<file path="config.mk">
export PLATFORM = sky130hd
export DESIGN_NAME = rv_decode_stage
export DESIGN_NICKNAME = d
export VERILOG_FILES = /design/src/rtl/rv_decode_pkg.sv /design/src/rtl/rv_decode_stage_imm_gen.sv /design/src/rtl/rv_decode_stage.sv
export SDC_FILE = /design/constraint.sdc
export NUM_CORES = 1
export LEC_CHECK = 0
export CAP_MARGIN = 20
export CORE_UTILIZATION = 44
export CTS_CLUSTER_SIZE = 24
export DETAILED_ROUTE_END_ITERATION = 12
export PLACE_DENSITY_LB_ADDON = 0.3
export SKIP_CTS_REPAIR_TIMING = 1
export SYNTH_ARGS = -nofsm -noshare
export SYNTH_HDL_FRONTEND = slang
export SYNTH_HIERARCHICAL = 1
export SYNTH_SLANG_ARGS = --single-unit
</file>
<file path="constraint.sdc">
create_clock -name clk -period 4 [get_ports clk]
set_input_delay 0.4 -clock clk [delete_from_list [all_inputs] [get_ports clk]]
set_output_delay 0.4 -clock clk [all_outputs]
set_load 0.03 [all_outputs]
</file>
<file path="src/rtl/rv_decode_pkg.sv">
// rtl/rv_decode_pkg.sv - shared types and opcode constants for the RV decode stage
//
// Purpose: format codes and base opcode values used by the decode stage and
// its immediate generator.
// Ports: none (package).

package rv_decode_pkg;

  typedef enum logic [2:0] {
    FMT_R    = 3'd0,
    FMT_I    = 3'd1,
    FMT_S    = 3'd2,
    FMT_B    = 3'd3,
    FMT_U    = 3'd4,
    FMT_J    = 3'd5,
    FMT_NONE = 3'd7
  } fmt_t;

  localparam logic [6:0] OP_OP     = 7'b0110011;
  localparam logic [6:0] OP_IMM    = 7'b0010011;
  localparam logic [6:0] OP_LOAD   = 7'b0000011;
  localparam logic [6:0] OP_JALR   = 7'b1100111;
  localparam logic [6:0] OP_SYSTEM = 7'b1110011;
  localparam logic [6:0] OP_STORE  = 7'b0100011;
  localparam logic [6:0] OP_BRANCH = 7'b1100011;
  localparam logic [6:0] OP_LUI    = 7'b0110111;
  localparam logic [6:0] OP_AUIPC  = 7'b0010111;
  localparam logic [6:0] OP_JAL    = 7'b1101111;
  localparam logic [6:0] OP_IMM_32 = 7'b0011011;
  localparam logic [6:0] OP_32     = 7'b0111011;

endpackage

</file>
<file path="src/rtl/rv_decode_stage_imm_gen.sv">
// rtl/rv_decode_stage_imm_gen.sv - combinational format classifier and immediate generator
//
// Purpose: maps an instruction to its format, sign-extended immediate,
// register-usage flags and illegal indication.
// Ports:
//   inst      in   32    raw instruction
//   fmt       out  3     format code (FMT_NONE when illegal)
//   imm       out  XLEN  sign-extended immediate (0 for R/NONE)
//   rd_we     out  1     writes a non-zero rd
//   rs1_used  out  1     reads rs1
//   rs2_used  out  1     reads rs2
//   illegal   out  1     unsupported encoding

module rv_imm_gen
  import rv_decode_pkg::*;
#(
  parameter int XLEN = 32
) (
  input  logic [31:0]     inst,
  output fmt_t            fmt,
  output logic [XLEN-1:0] imm,
  output logic            rd_we,
  output logic            rs1_used,
  output logic            rs2_used,
  output logic            illegal
);

  always_comb begin
    fmt = FMT_NONE;
    // Compressed/non-32-bit encodings are never decoded, whatever the opcode.
    if (inst[1:0] == 2'b11) begin
      case (inst[6:0])
        OP_OP:                                fmt = FMT_R;
        OP_IMM, OP_LOAD, OP_JALR, OP_SYSTEM:  fmt = FMT_I;
        OP_STORE:                             fmt = FMT_S;
        OP_BRANCH:                            fmt = FMT_B;
        OP_LUI, OP_AUIPC:                     fmt = FMT_U;
        OP_JAL:                               fmt = FMT_J;
        OP_IMM_32: if (XLEN == 64)            fmt = FMT_I;
        OP_32:     if (XLEN == 64)            fmt = FMT_R;
        default:                              fmt = FMT_NONE;
      endcase
    end
  end

  // Sized casts of signed operands sign-extend straight to XLEN.
  always_comb begin
    imm = '0;
    case (fmt)
      FMT_I: imm = XLEN'($signed(inst[31:20]));
      FMT_S: imm = XLEN'($signed({inst[31:25], inst[11:7]}));
      FMT_B: imm = XLEN'($signed({inst[31], inst[7], inst[30:25], inst[11:8], 1'b0}));
      FMT_U: imm = XLEN'($signed({inst[31:12], 12'b0}));
      FMT_J: imm = XLEN'($signed({inst[31], inst[19:12], inst[20], inst[30:21], 1'b0}));
      default: imm = '0;
    endcase
  end

  always_comb begin
    illegal  = (fmt == FMT_NONE);
    rd_we    = (fmt == FMT_R || fmt == FMT_I || fmt == FMT_U || fmt == FMT_J) &&
               (inst[11:7] != 5'd0);
    rs1_used = (fmt == FMT_R || fmt == FMT_I || fmt == FMT_S || fmt == FMT_B);
    rs2_used = (fmt == FMT_R || fmt == FMT_S || fmt == FMT_B);
  end

endmodule

</file>
<file path="src/rtl/rv_decode_stage.sv">
// rtl/rv_decode_stage.sv - registered RV32/RV64 instruction decode pipeline stage
//
// Purpose: accepts one instruction per cycle from fetch, decodes it and holds
// the result in output registers until the consumer takes it.
// Ports:
//   clk, rst              clock, asynchronous active-high reset
//   flush                 drop held and incoming entries
//   in_valid/in_ready     fetch handshake; in_inst, in_pc payload
//   out_valid/out_ready   consumer handshake
//   out_pc                registered PC
//   opcode..func7         raw instruction fields
//   fmt, imm              format code and sign-extended immediate
//   rd_we, rs1_used,
//   rs2_used, illegal     register usage and illegal flags

module rv_decode_stage
  import rv_decode_pkg::*;
#(
  parameter int XLEN = 32,
  parameter int PC_W = 32
) (
  input  logic            clk,
  input  logic            rst,
  input  logic            flush,
  input  logic            in_valid,
  output logic            in_ready,
  input  logic [31:0]     in_inst,
  input  logic [PC_W-1:0] in_pc,
  output logic            out_valid,
  input  logic            out_ready,
  output logic [PC_W-1:0] out_pc,
  output logic [6:0]      opcode,
  output logic [4:0]      rd,
  output logic [2:0]      func3,
  output logic [4:0]      rs1,
  output logic [4:0]      rs2,
  output logic [6:0]      func7,
  output logic [2:0]      fmt,
  output logic [XLEN-1:0] imm,
  output logic            rd_we,
  output logic            rs1_used,
  output logic            rs2_used,
  output logic            illegal
);

  fmt_t            dec_fmt;
  logic [XLEN-1:0] dec_imm;
  logic            dec_rd_we;
  logic            dec_rs1_used;
  logic            dec_rs2_used;
  logic            dec_illegal;
  logic            accept;

  rv_imm_gen #(.XLEN(XLEN)) u_imm_gen (
    .inst     (in_inst),
    .fmt      (dec_fmt),
    .imm      (dec_imm),
    .rd_we    (dec_rd_we),
    .rs1_used (dec_rs1_used),
    .rs2_used (dec_rs2_used),
    .illegal  (dec_illegal)
  );

  // Ready passes through out_ready so a draining entry can be replaced in the same cycle.
  assign in_ready = !out_valid || out_ready;
  assign accept   = in_valid && in_ready && !flush;

  always_ff @(posedge clk or posedge rst) begin
    if (rst) begin
      out_valid <= 1'b0;
      out_pc    <= '0;
      opcode    <= '0;
      rd        <= '0;
      func3     <= '0;
      rs1       <= '0;
      rs2       <= '0;
      func7     <= '0;
      fmt       <= FMT_NONE;
      imm       <= '0;
      rd_we     <= 1'b0;
      rs1_used  <= 1'b0;
      rs2_used  <= 1'b0;
      illegal   <= 1'b0;
    end else if (flush) begin
      out_valid <= 1'b0;
    end else if (accept) begin
      out_valid <= 1'b1;
      out_pc    <= in_pc;
      opcode    <= in_inst[6:0];
      rd        <= in_inst[11:7];
      func3     <= in_inst[14:12];
      rs1       <= in_inst[19:15];
      rs2       <= in_inst[24:20];
      func7     <= in_inst[31:25];
      fmt       <= dec_fmt;
      imm       <= dec_imm;
      rd_we     <= dec_rd_we;
      rs1_used  <= dec_rs1_used;
      rs2_used  <= dec_rs2_used;
      illegal   <= dec_illegal;
    end else if (out_ready) begin
      out_valid <= 1'b0;
    end
  end

endmodule

</file>
==> results_dict.tcl <==
set metrics [dict create \
    power.density_mw_per_mm2 402 \
    hold_class "register to register" \
    synthFlopType "dfrtp_1" \
    avgSynthCellArea_um2 14.3 \
    yosysTopAreaCell "dfrtp_1" \
    first_pass_iters 6 \
    place.gp.congestion 0.809 \
    io_buffer_count 173 \
    avgViaCountPerCell 5.10 \
    clkPwrFrac_pct 22.6 \
    min_to "illegal" \
    numCtsBuffers 9 \
    fin_crit_sh_pct 65.7 \
    worstPathRequired_ps 4280 \
    rsz0062_at_grt "false" \
    met1Wirelength_um 4790 \
    grt_pass1_vias 3381 \
    highest_layer "met4" \
    slew_headroom_pct 33.8 \
    r2r_start "out_valid" \
    nFillCells 813 \
    antenna_found_initial 0 \
    ant_nets 0 \
    start_kind "input pin" \
    dp_hpwl_um 7430 \
    io_pins 174 \
    setup_viol 0 \
    p_leak_nw 2.88 \
    finalCriticalPeriod_ps 2630 \
    wl_per_cell_um 16.4 \
    via_count 3215 \
    setup_tns_ps 0 \
    dieWidth_um 104 \
    drc 0 \
    diodes 0 \
    ys_seq_area_share_pct 56.4 \
    clockBufferDepth 2 \
    endpoint_kind "register" \
    synth_edf_count 0 \
    clk_latency_ps 350 \
    num_rows 37 \
    async_reset_ff_share_pct 100 \
    core-area_mm2 0.0102 \
    fmax_mhz 381 \
    power_switching_share_pct 32.0 \
    tritoncts "built" \
    power.switching_mw 0.843 \
    max-cap-violations 0 \
    rr_endpoint "imm[6]" \
    syn_to_final_growth_pct 42.1 \
    start_util_pct 45.1 \
    vdd_ir_drop_max_v 0.000196 \
    clk_pin_slew_ps 90 \
    p_int_mw 1.79 \
    routed_wl_um 10400 \
    first_iter_violations 100 \
    combPwrFrac_pct 30.4 \
    status "finished clean" \
    yosys_register_bits 104 \
    syn-cell-area_mm2 0.00462 \
    grt_pass1_wl_um 17200 \
    synthesis.instances 322 \
    track_usage_pct 19.8 \
    synth_fp_nets 391 \
    grt_max_degree 75 \
    layout.nets 559 \
    fp.dieH_um 104 \
    fin_skew_ps 16.9 \
    worstSetupPathType "input pin to register" \
    path_max_fanout 23 \
    dieArea_mm2 0.0109 \
    root_buffer "clkbuf_8" \
    synth.distinct_cells 45 \
    post-route-util_pct 64.1 \
    yosys.area.top_type_share_pct 54.7 \
    rrSetupSlack_ps 1900 \
    finalMaxSlewViolations 0 \
    synthTopCellsByArea "dfrtp_1, mux2_1, mux2_2" \
    cts.sink_count 104 \
    worst_slew_pin_slew_ps 985 \
    overflow 0 \
    drive_gt1_share_pct 14.3 \
    ys.warnings.count 6 \
    worst-endpoint-arrival_ps 2910 \
    wl_met2_um 4800 \
    ff2ff_path_depth 4 \
    hold_viol 0 \
    min_from "illegal" \
    hold_path_depth 1 \
    htree_levels 3 \
    wl_met3_um 654 \
    seqPwrFrac_pct 47.0 \
]
[cells by family after synthesis]
family	share of synthesized area, %
flops	56.4
simple gates	5.58
mux	25.1
buf+inv	4.25
compound gates	8.59
[stage by stage]
| step | std cells | setup WS (ps) | hold slack (ps) | power (mW) | area, um2 |
|---|---|---|---|---|---|
| floorplan | 322 | 873 | 466 | 1.69 | 4620 |
| global placement | 615 | 1160 | 467 | 2.05 | 6380 |
| detailed placement | 615 | 1030 | 474 | 2.07 | 6380 |
| CTS | 631 | 1400 | 496 | 2.66 | 6560 |
| global route | 631 | 1180 | 511 | 2.75 | 6560 |
| finish | 631 | 1370 | 491 | 2.63 | 6560 |
[critical path: stages]
cell and delay, ps:
clkdlybuf4s50_1 840, nor4_2 540, a21oi_1 130, a211oi_2 720, a21o_1 140, mux2_2 140
[Yosys cell counts, drive strengths merged (2+ instances only)]
| cell type | count |
|---|---|
| a21oi | 6 |
| or2 | 2 |
| nand3 | 3 |
| o21ai | 2 |
| and2b | 3 |
| dfrtp | 101 |
| nand2 | 6 |
| nor4 | 2 |
| a31oi | 3 |
| nor2 | 6 |
| mux2 | 103 |
| nand2b | 3 |
| a211oi | 2 |
| a22o | 6 |
| inv | 4 |
| a2111oi | 2 |
| buf | 18 |
| nor3 | 2 |
| clkbuf | 2 |
| and2 | 7 |
| dfstp | 3 |
| nor2b | 3 |
| a21o | 22 |
[worst max-delay path by stage]
stage	from	endpoint	slack [ps]
4_1_cts	in_inst[6]	imm[23]	1400
6_report	in_inst[6]	imm[23]	1370
3_3_place_gp	in_inst[6]	imm[22]	1160
5_1_grt	in_inst[6]	imm[29]	1180
3_5_place_dp	in_inst[6]	imm[27]	1030
2_1_floorplan	rst	func3[0]	870
[cell type report]
| type | instances | area, um2 | share of cell area, % |
|---|---|---|---|
| Clock buffer | 12 | 145 | 2.21 |
| Clock inverter | 4 | 31.3 | 0.477 |
| Inverter | 4 | 17.5 | 0.267 |
| Multi-Input combinational cell | 194 | 1830 | 27.9 |
| Sequential cell | 104 | 2610 | 39.7 |
| Tap cell | 136 | 170 | 2.59 |
| Timing Repair Buffer | 177 | 1760 | 26.9 |
[cells in the final DEF, fill, tap and decap left out, types with 2 or more instances in the layout]
master,instances
nand3_1,3
buf_4,4
mux2_1,70
clkbuf_1,2
nand2_1,6
a21o_1,21
nand2b_1,2
clkbuf_8,10
or2_2,2
clkinvlp_4,3
nor2_1,6
a211oi_2,2
dfstp_2,3
a21oi_1,5
clkdlybuf4s50_1,173
and2_1,7
dfrtp_1,101
a22o_1,6
nor4_2,2
o21ai_0,2
mux2_2,33
inv_1,2
a31oi_1,3
nor3_1,2
nor2b_1,2
and2b_2,2
[power by group through the flow]
stage,Sequential (mW),Combinational [mW],Clock (mW)
2_1_floorplan,1.51,0.183,0
5_1_grt,1.26,0.843,0.657
4_1_cts,1.24,0.810,0.614
3_5_place_dp,1.26,0.808,0
3_3_place_gp,1.25,0.797,0
6_report,1.24,0.802,0.595
[sequential cells by signal, summed over array words and instances (netlist names), 3 cells and up]
register  count
rd            5
rs2           5
fmt           3
rs1           5
func7         7
func3         3
imm          32
opcode        7
out_pc       32
[routing by layer]
layer / vias to the layer above / track usage [%]
met2: 121 / 31.3
met3: 12 / 4.14
met5: - / 0
met4: 0 / 5.51
li1: 1484 / -
met1: 1598 / 27.5
No activity file was read; power rests on OpenSTA's default activity.
